File: config.mk
export PLATFORM = sky130hd
export DESIGN_NAME = multi_button_counter
export DESIGN_NICKNAME = d
export VERILOG_FILES = /design/src/rtl/multi_button_counter.sv
export SDC_FILE = /design/constraint.sdc
export NUM_CORES = 1
export LEC_CHECK = 0
export ABC_AREA = 1
export ABC_CLOCK_PERIOD_IN_PS = 3300
export BUFFER_PORTS_ARGS = -buffer_cell sky130_fd_sc_hd__buf_2
export CAP_MARGIN = 30
export CORE_ASPECT_RATIO = 0.7
export CORE_MARGIN = 3
export CORE_UTILIZATION = 45
export CTS_BUF_LIST = sky130_fd_sc_hd__clkbuf_8
export CTS_CLUSTER_SIZE = 8
export DETAILED_ROUTE_END_ITERATION = 10
export GPL_TIMING_DRIVEN = 0
export PLACE_DENSITY = 0.66
export SYNTH_ARGS = -nofsm -noshare
export SYNTH_HDL_FRONTEND = slang
export SYNTH_HIERARCHICAL = 1
export SYNTH_SLANG_ARGS = --single-unit
File: constraint.sdc
create_clock -name clk -period 3.3 [get_ports clk]
set_clock_uncertainty 0.05 [all_clocks]
set_input_delay 0.495 -clock clk [delete_from_list [all_inputs] [get_ports clk]]
set_output_delay 0.495 -clock clk [all_outputs]
set_load 0.01 [all_outputs]
File: src/rtl/multi_button_counter.sv
// multi_button_counter
//   Three debounced push-buttons (up, down, clear) driving an up/down counter of
//   NUM_DIGITS 4-bit digits, BCD ("DEC") or binary ("HEX"), with optional
//   auto-repeat on up/down, leading-zero blanking and a sticky wrap flag.
//
// Ports:
//   clk          system clock
//   reset        asynchronous, active-high reset
//   btn_up       raw asynchronous button, increment
//   btn_down     raw asynchronous button, decrement
//   btn_clr      raw asynchronous button, clear count and wrap flag
//   encoded      count, digit i at [4i+3:4i], digit 0 least significant
//   digit_blank  1 = digit should be unlit
//   wrapped      sticky wrap-around flag, cleared by clr or reset
//   count_upd    one-cycle pulse in the cycle encoded changes

// mbc_debounce
//   Two-flop synchroniser plus debounce/auto-repeat FSM for one button.
//   Emits a one-cycle pulse on an accepted press and on each auto-repeat.
//
// Ports:
//   clk, reset  clock and asynchronous active-high reset
//   btn         raw asynchronous button
//   pulse       registered one-cycle press/repeat pulse
//
// state  | meaning
// IDLE   | button released, waiting for a synchronised high
// QUAL_H | qualifying a press, cnt = consecutive high samples
// HELD   | press accepted, cnt times auto-repeat while held
// QUAL_L | qualifying a release, cnt = consecutive low samples
module mbc_debounce #(
  parameter int DEBOUNCE_CYCLES = 256,
  parameter int REPEAT_DELAY    = 0,
  parameter int REPEAT_PERIOD   = 0,
  parameter int CNT_W           = 9,
  parameter bit REPEAT_EN       = 1'b0
) (
  input  logic clk,
  input  logic reset,
  input  logic btn,
  output logic pulse
);

  typedef enum logic [1:0] {IDLE, QUAL_H, HELD, QUAL_L} state_t;

  localparam logic [CNT_W-1:0] DB_TC = CNT_W'(DEBOUNCE_CYCLES);
  // Repeat compares are one less than the nominal interval because cnt is
  // cleared in the same edge that emits the previous pulse.
  localparam logic [CNT_W-1:0] RD_TC = CNT_W'(REPEAT_DELAY - 1);
  localparam logic [CNT_W-1:0] RP_TC = CNT_W'(REPEAT_PERIOD - 1);

  state_t           state;
  logic             sync_q1;
  logic             sync_q2;
  logic [CNT_W-1:0] cnt;
  logic             rep_phase;  // 0 = waiting initial delay, 1 = periodic

  always_ff @(posedge clk or posedge reset) begin
    if (reset) begin
      state     <= IDLE;
      sync_q1   <= 1'b0;
      sync_q2   <= 1'b0;
      cnt       <= '0;
      rep_phase <= 1'b0;
      pulse     <= 1'b0;
    end else begin
      sync_q1 <= btn;
      sync_q2 <= sync_q1;
      pulse   <= 1'b0;
      case (state)
        IDLE: begin
          if (sync_q2) begin
            state <= QUAL_H;
            cnt   <= CNT_W'(1);
          end
        end
        QUAL_H: begin
          if (!sync_q2) begin
            state <= IDLE;
            cnt   <= '0;
          end else if (cnt == DB_TC) begin
            state     <= HELD;
            pulse     <= 1'b1;
            cnt       <= '0;
            rep_phase <= 1'b0;
          end else begin
            cnt <= cnt + CNT_W'(1);
          end
        end
        HELD: begin
          if (!sync_q2) begin
            state <= QUAL_L;
            cnt   <= CNT_W'(1);
          end else if (REPEAT_EN) begin
            if ((!rep_phase && cnt == RD_TC) || (rep_phase && cnt == RP_TC)) begin
              pulse     <= 1'b1;
              cnt       <= '0;
              rep_phase <= 1'b1;
            end else begin
              cnt <= cnt + CNT_W'(1);
            end
          end
        end
        QUAL_L: begin
          if (sync_q2) begin
            // Bounce back to held: repeat timing restarts, no extra pulse.
            state     <= HELD;
            cnt       <= '0;
            rep_phase <= 1'b0;
          end else if (cnt == DB_TC) begin
            state <= IDLE;
            cnt   <= '0;
          end else begin
            cnt <= cnt + CNT_W'(1);
          end
        end
        default: begin
          state <= IDLE;
          cnt   <= '0;
        end
      endcase
    end
  end

endmodule

module multi_button_counter #(
  parameter int NUM_DIGITS      = 8,
  parameter     MODE            = "DEC",
  parameter int DEBOUNCE_CYCLES = 256,
  parameter int REPEAT_DELAY    = 0,
  parameter int REPEAT_PERIOD   = 0,
  parameter int BLANK_LEADING   = 1
) (
  input  logic                    clk,
  input  logic                    reset,
  input  logic                    btn_up,
  input  logic                    btn_down,
  input  logic                    btn_clr,
  output logic [NUM_DIGITS*4-1:0] encoded,
  output logic [NUM_DIGITS-1:0]   digit_blank,
  output logic                    wrapped,
  output logic                    count_upd
);

  localparam int W        = NUM_DIGITS * 4;
  localparam bit IS_HEX   = (MODE == "HEX");
  localparam int MAX_DR   = (DEBOUNCE_CYCLES > REPEAT_DELAY) ? DEBOUNCE_CYCLES : REPEAT_DELAY;
  localparam int CNT_MAX  = (MAX_DR > REPEAT_PERIOD) ? MAX_DR : REPEAT_PERIOD;
  localparam int CNT_W    = $clog2(CNT_MAX + 1);
  localparam bit RPT_EN   = (REPEAT_DELAY > 0);
  // Count of zero: every digit above digit 0 blanked when blanking is on.
  localparam logic [NUM_DIGITS-1:0] RST_BLANK =
    (BLANK_LEADING != 0) ? ~NUM_DIGITS'(1) : '0;

  logic up_p, down_p, clr_p;

  mbc_debounce #(
    .DEBOUNCE_CYCLES(DEBOUNCE_CYCLES), .REPEAT_DELAY(REPEAT_DELAY),
    .REPEAT_PERIOD(REPEAT_PERIOD), .CNT_W(CNT_W), .REPEAT_EN(RPT_EN)
  ) u_db_up (.clk(clk), .reset(reset), .btn(btn_up), .pulse(up_p));

  mbc_debounce #(
    .DEBOUNCE_CYCLES(DEBOUNCE_CYCLES), .REPEAT_DELAY(REPEAT_DELAY),
    .REPEAT_PERIOD(REPEAT_PERIOD), .CNT_W(CNT_W), .REPEAT_EN(RPT_EN)
  ) u_db_down (.clk(clk), .reset(reset), .btn(btn_down), .pulse(down_p));

  // Clear never auto-repeats.
  mbc_debounce #(
    .DEBOUNCE_CYCLES(DEBOUNCE_CYCLES), .REPEAT_DELAY(REPEAT_DELAY),
    .REPEAT_PERIOD(REPEAT_PERIOD), .CNT_W(CNT_W), .REPEAT_EN(1'b0)
  ) u_db_clr (.clk(clk), .reset(reset), .btn(btn_clr), .pulse(clr_p));

  logic [W-1:0]          inc_val, dec_val, nxt_enc;
  logic [NUM_DIGITS-1:0] nxt_blank;
  logic                  carry, borrow, nxt_wrap, nxt_upd, zero_above;
  logic [3:0]            dig;

  // Incremented/decremented candidates. After the loop carry/borrow are set
  // only if every digit rippled, i.e. the operation wraps.
  always_comb begin
    inc_val = encoded;
    dec_val = encoded;
    carry   = 1'b1;
    borrow  = 1'b1;
    dig     = '0;
    if (IS_HEX) begin
      inc_val = encoded + W'(1);
      dec_val = encoded - W'(1);
      carry   = &encoded;
      borrow  = (encoded == '0);
    end else begin
      for (int i = 0; i < NUM_DIGITS; i++) begin
        dig = encoded[4*i +: 4];
        if (carry) begin
          if (dig == 4'd9) begin
            inc_val[4*i +: 4] = 4'd0;
          end else begin
            inc_val[4*i +: 4] = dig + 4'd1;
            carry = 1'b0;
          end
        end
        if (borrow) begin
          if (dig == 4'd0) begin
            dec_val[4*i +: 4] = 4'd9;
          end else begin
            dec_val[4*i +: 4] = dig - 4'd1;
            borrow = 1'b0;
          end
        end
      end
    end
  end

  always_comb begin
    nxt_enc  = encoded;
    nxt_wrap = wrapped;
    nxt_upd  = 1'b0;
    if (clr_p) begin
      nxt_enc  = '0;
      nxt_wrap = 1'b0;
      nxt_upd  = 1'b1;
    end else if (up_p && down_p) begin
      nxt_upd = 1'b0;
    end else if (up_p) begin
      nxt_enc  = inc_val;
      nxt_wrap = wrapped | carry;
      nxt_upd  = 1'b1;
    end else if (down_p) begin
      nxt_enc  = dec_val;
      nxt_wrap = wrapped | borrow;
      nxt_upd  = 1'b1;
    end
  end

  // Blank digit i when it and every digit above it are zero; digit 0 stays lit.
  always_comb begin
    nxt_blank  = '0;
    zero_above = 1'b1;
    for (int i = NUM_DIGITS - 1; i >= 1; i--) begin
      zero_above   = zero_above & (nxt_enc[4*i +: 4] == 4'd0);
      nxt_blank[i] = (BLANK_LEADING != 0) && zero_above;
    end
  end

  always_ff @(posedge clk or posedge reset) begin
    if (reset) begin
      encoded     <= '0;
      digit_blank <= RST_BLANK;
      wrapped     <= 1'b0;
      count_upd   <= 1'b0;
    end else begin
      encoded     <= nxt_enc;
      digit_blank <= nxt_blank;
      wrapped     <= nxt_wrap;
      count_upd   <= nxt_upd;
    end
  end

endmodule
Word-level counts from Yosys, hierarchy flattened
Cells that the tools add are included.
Word-level totals
  bits in writable memories: 0
  bits in latches: 0
  memories: 0
  memory bits (read-only): 0
  output and inout port bits: 42
  register bits after elaboration: 83
  word-level logic and storage cells: 227
Operators by class
  muxes and demuxes: 120
  shifts and indexed selects: 0
  reduce and logical (&&, ||, !) cells: 27
  equal/unequal tests: 33
  magnitude comparators: 0
  multiply operators: 0
  bitwise operators: 8
  div/mod/pow operators: 0
  $add $sub $neg: 19
Operator list (count)
  $mux W9: 15
  $mux W32: 4
  $mux W4: 30
  $pmux W9 S4: 3
  $logic_not A4 Y1: 15
  $mux W1: 47
  $mux W2: 18
  $add A4 B1 Y4 const B: 8
  $eq A4 B4 Y1 const B: 8
  $sub A4 B1 Y4 const B: 8
  $add A9 B1 Y9 const B: 3
  $eq A9 B9 Y1 const B: 3
  $pmux W2 S4: 3
  $eq A2 B2 Y1 const B: 6
  $reduce_and A4 Y1: 3
  $ne A3 B1 Y1 const B: 3
  $ne A3 B3 Y1 const B: 3
  $ne A2 B1 Y1 const B: 4
  $reduce_and A2 Y1: 4
  $and A1 B1 Y1: 6
  $eq A2 B1 Y1 const B: 3
  $logic_not A2 Y1: 3
  $ne A2 B2 Y1 const B: 3
  $reduce_bool A3 Y1: 1
  other kinds (2): 3

Depth between registers and ports, before layout
  depth in word-level cells: 20
  mapped depth: 19
  gate-level depth less buffers: 19

Hierarchy
Netlist, hierarchy kept.
By module, submodules not included
  multi_button_counter: times used 1, seq. area each 1034.7 µm², area each 3952.5 µm², cells each 581
  mbc_debounce: times used 3, seq. area each 350.3 µm², area each 804.5 µm², cells each 109

Least setup slack after synthesis
Ideal clock, no wire load.
  kind: flip-flop to flip-flop
  start: register encoded[0]
  end: register digit_blank[1]
  path slack: 0.962 ns
  arrival time: 2.224 ns
  stages on the path, launching flop included: 14
  path buffers: 0
  clock period less this slack: 2.338 ns
  path through: dfrtp_1 > inv_1 > ha_1 > nand4_1 > nor2_4 > nand2_1 > nand2_1 > a21oi_1 > or2_0 > o21ai_1 > nand4_1 > nor2_4 > nand3_2 > nor2_2
On the way
  word-level cells in the longest chain between the ends: 20
RTL lines
  start, declared: line 140  | output logic [NUM_DIGITS*4-1:0] encoded,
  start signal, assigned: line 253  | encoded <= nxt_enc;
  $logic_not A4 Y1: line 204  | if (dig == 4'd0) begin
  $mux W1: line 204
  $mux W1 (6 in a row): line 203  | if (borrow) begin
  $mux W4: line 203
  $mux W32: line 229  | end else if (down_p) begin
  $mux W32 (*): line 225  | end else if (up_p) begin
  $mux W32 (*): line 223  | end else if (up_p && down_p) begin
  $mux W32 (*): line 219  | if (clr_p) begin
  $logic_not A4 Y1: line 241  | zero_above = zero_above & (nxt_enc[4*i +: 4] == 4'd0);
  $and A1 B1 Y1 (2 in a row): line 241
  $and A1 B1 Y1 (*): line 241
  via nxt_blank[4]: line 175  | logic [NUM_DIGITS-1:0] nxt_blank;
  $and A1 B1 Y1 (*) (3 in a row): line 241
  via nxt_blank[1]: line 175
  end signal, assigned: line 254  | digit_blank <= nxt_blank;
  end, declared: line 141  | output logic [NUM_DIGITS-1:0] digit_blank,
The timed path passes the listed nets; every way through them passes the cells marked *. The select of a mux whose other input is x is not followed.
A chain may end at the register's enable or synchronous reset.

Worst setup path after layout
Same ends and word-level chain as after synthesis.

==> results_dict.tcl <==
set metrics [dict create \
    status "complete, no violations" \
    synth_ff_type "dfrtp_1" \
    syn_inst 908 \
    antenna_cells 0 \
    fp-row-count 35 \
    grt_pass1_wl_um 26280 \
    async_flop_share_pct 100.0 \
    overflow 0 \
    min_path_type "input pin to async pin" \
    drive_gt1_share_pct 16.80 \
    portBuffers 45 \
    syn-num-nets 945 \
    synth-edff-count 0 \
    clockRootBuffer "clkbuf_8" \
    power_density_nw_per_um2 345.8 \
    final_nets 1002 \
    vias 5959 \
    cts_sinks 83 \
    crit_fanout 9 \
    fp.dieW_um 148.2 \
    setup_viol 0 \
    antenna_found_initial 0 \
    fillers 1382 \
    drtIter0Drc 460 \
    final_design_area_no_fill_um2 7036 \
    ys_ff_latch 83 \
    cts_tree "yes" \
    crit_arrival_ps 3250 \
    die_area_um2 15630 \
    die_h_um 105.5 \
    worstPathRequired_ps 3550 \
    avgSynthCellArea_um2 7.011 \
    p_clk_share_pct 30.6 \
    drc 0 \
    final-seq-area_um2 2086 \
    netSwitchingFraction_pct 33.18 \
    max-cap-violations 0 \
    dp_hpwl_um 11960 \
    detail-route-antenna-nets 0 \
    multi_input_area_um2 3598 \
    drt_pass1_iterations 5 \
    crit_type "register to register" \
    post_cts_buffers 0 \
    areaGrowthSynthToFinish_pct 10.51 \
    track_usage_pct 20.50 \
    max_freq_mhz 333.9 \
    postCtsHoldBufs 0 \
    ios 47 \
    path_clk_slew_ps 90 \
    cts_buffers 9 \
    placed_cell_area_um2 6843 \
    p_sw_uw 807.2 \
    post-route-min-period_ps 2995 \
    clk_latency_ps 360 \
    synth.distinct_cells 49 \
    drv_slew 0 \
    p_seq_share_pct 47.3 \
    timing.final.crit_share_pct 90.76 \
    grt_setup_unrepaired "false" \
    grt_pass1_vias 5207 \
    vdd_drop_max_v 0.0003611 \
    htree_levels 3 \
    relSlewSlack_pct 54.46 \
    start_util_pct 47.20 \
    cp-start-kind "register" \
    power.internal_uw 1626 \
    tightest_slew_ps 683.2 \
    netlist_area_um2 6366 \
    core_region_area_um2 13490 \
    wl_per_cell_um 13.80 \
    grt_max_degree 40 \
    viasPerCell 5.159 \
    worstSetupEndpointType "register" \
    setup_tns_ps 0 \
    cts_resized 0 \
    drt-total-wl_um 15940 \
    clock_path_buffers 2 \
    gp_congestion 0.9126 \
    p_leak_uw 0.003893 \
    hold_viol 0 \
    pwr-share-comb_pct 22.1 \
    ys_warn_count 6 \
    yosysSeqAreaShare_pct 32.76 \
]
==> worst paths after layout <==
check | cells after the start | start | end | slack (ps)
max in group asynchronous | 2 | reset | u_db_up/cnt[3] | 2620
min in group clk | 1 | btn_up | u_db_up/sync_q1 | 180
min reg2reg | 0 | u_db_clr/sync_q1 | u_db_clr/sync_q2 | 310
max reg2reg | 13 | encoded[0] | digit_blank[1] | 300
max | 13 | encoded[0] | digit_blank[1] | 300
min | 2 | reset | digit_blank[1] | 150
==> area by class of cell <==
cell class	count	share of cell area (%)
Clock buffer	9	1.761
Sequential cell	83	29.65
Clock inverter	7	0.9781
Multi-Input combinational cell	654	51.15
Tap cell	185	3.290
Buffer	21	1.654
Timing Repair Buffer	46	3.486
Inverter	150	8.038
==> state kept, by name (all words and copies together) (netlist names), named ones only <==
register / cells
u_db_clr/state: 1
u_db_up/state: 1
count_upd: 1
u_db_clr/cnt: 9
u_db_up/sync_q2: 1
u_db_down/sync_q2: 1
u_db_up/sync_q1: 1
u_db_down/pulse: 1
u_db_clr/sync_q1: 1
u_db_clr/pulse: 1
u_db_up/pulse: 1
u_db_up/cnt: 9
u_db_down/cnt: 9
u_db_down/state: 1
u_db_down/sync_q1: 1
encoded: 32
digit_blank: 7
wrapped: 1
u_db_clr/sync_q2: 1
==> logic make-up after synthesis <==
| kind of cell | synth area share (%) |
|---|---|
| compound gates | 10.97 |
| buf+inv | 10.71 |
| simple gates | 37.56 |
| flops | 32.76 |
| other cells | 0.05891 |
| xor+xnor | 1.651 |
| fa+ha+maj | 6.289 |
==> critical path, cell delays in order, from the launching register on <==
cell and delay (ps):
dfrtp_1 420, inv_1 140, ha_1 260, nand4_1 220, nor2_4 270, nand2_1 190
nand2_1 110, a21oi_1 60, or2_0 220, o21ai_1 220, nand4_1 260, nor2_4 240
nand3_2 150, nor2_2 120
==> Yosys cell counts (5+ instances only) <==
master    instances  area share (%)
dfstp_2           7             2.9
nor2_1           51             3.0
clkbuf_1          8            0.47
ha_1             32             6.3
o211ai_1          7            0.83
or2_2             5            0.49
nand3_2          15             2.4
inv_2            16            0.94
o22ai_1           9            0.88
nor2_4           15             2.7
a21oi_1          38             3.0
nand3_1          85             6.7
nor3_1            9            0.71
dfrtp_1          76              30
buf_2             5            0.39
xor2_1            9             1.2
a211oi_1          5            0.59
inv_1           131             7.7
nand4_1          24             2.4
nand2_1         250              15
nor2_2            8            0.79
o21ai_0          42             3.3
o21ai_1           8            0.63
nand2_2          10            0.98
==> metal layers <==
metal  share of wire [%]  vias up  track usage (%)
li1                    -     3048                -
met1                  53     2715            32.83
met2                  39      178            27.81
met3                 6.8       18            4.340
met4                0.99        0            4.417
met5                   0        -                0
==> cell usage in the layout, fill, tap and decap left out, types with 9 or more instances in the layout <==
master / synthesis / routed
a21oi_1: 38 / 38
buf_2: 5 / 50
clkbuf_8: 0 / 9
dfrtp_1: 76 / 76
ha_1: 32 / 32
inv_1: 131 / 131
inv_2: 16 / 17
nand2_1: 250 / 250
nand2_2: 10 / 10
nand3_1: 85 / 85
nand3_2: 15 / 15
nand4_1: 24 / 24
nor2_1: 51 / 51
nor2_4: 15 / 15
nor3_1: 9 / 9
o21ai_0: 42 / 42
o22ai_1: 9 / 9
xor2_1: 9 / 9
==> power by group through the flow <==
stage	combinational, µW	clock, µW	sequential, µW
after global placement	527	0	1170
after detailed placement	541	0	1170
final	538	745	1150
after global routing	617	816	1160
after floorplan	427	0	1160
after CTS	542	768	1150
==> metrics by stage <==
step / util, % / cells / total power (µW) / hold WS [ps] / setup slack, ps
global placement: 50.58 / 1138 / 1695 / 281.3 / 408.5
global route: 52.16 / 1155 / 2595 / 155.1 / 71.06
detailed placement: 50.73 / 1139 / 1711 / 284.7 / 425.1
floorplan: - / 908 / 1586 / 281.2 / 961.8
CTS: 52.16 / 1155 / 2461 / 148.9 / 384.6
finish: 52.16 / 1155 / 2433 / 151.5 / 305.0
(Power assumes the default switching activity.)
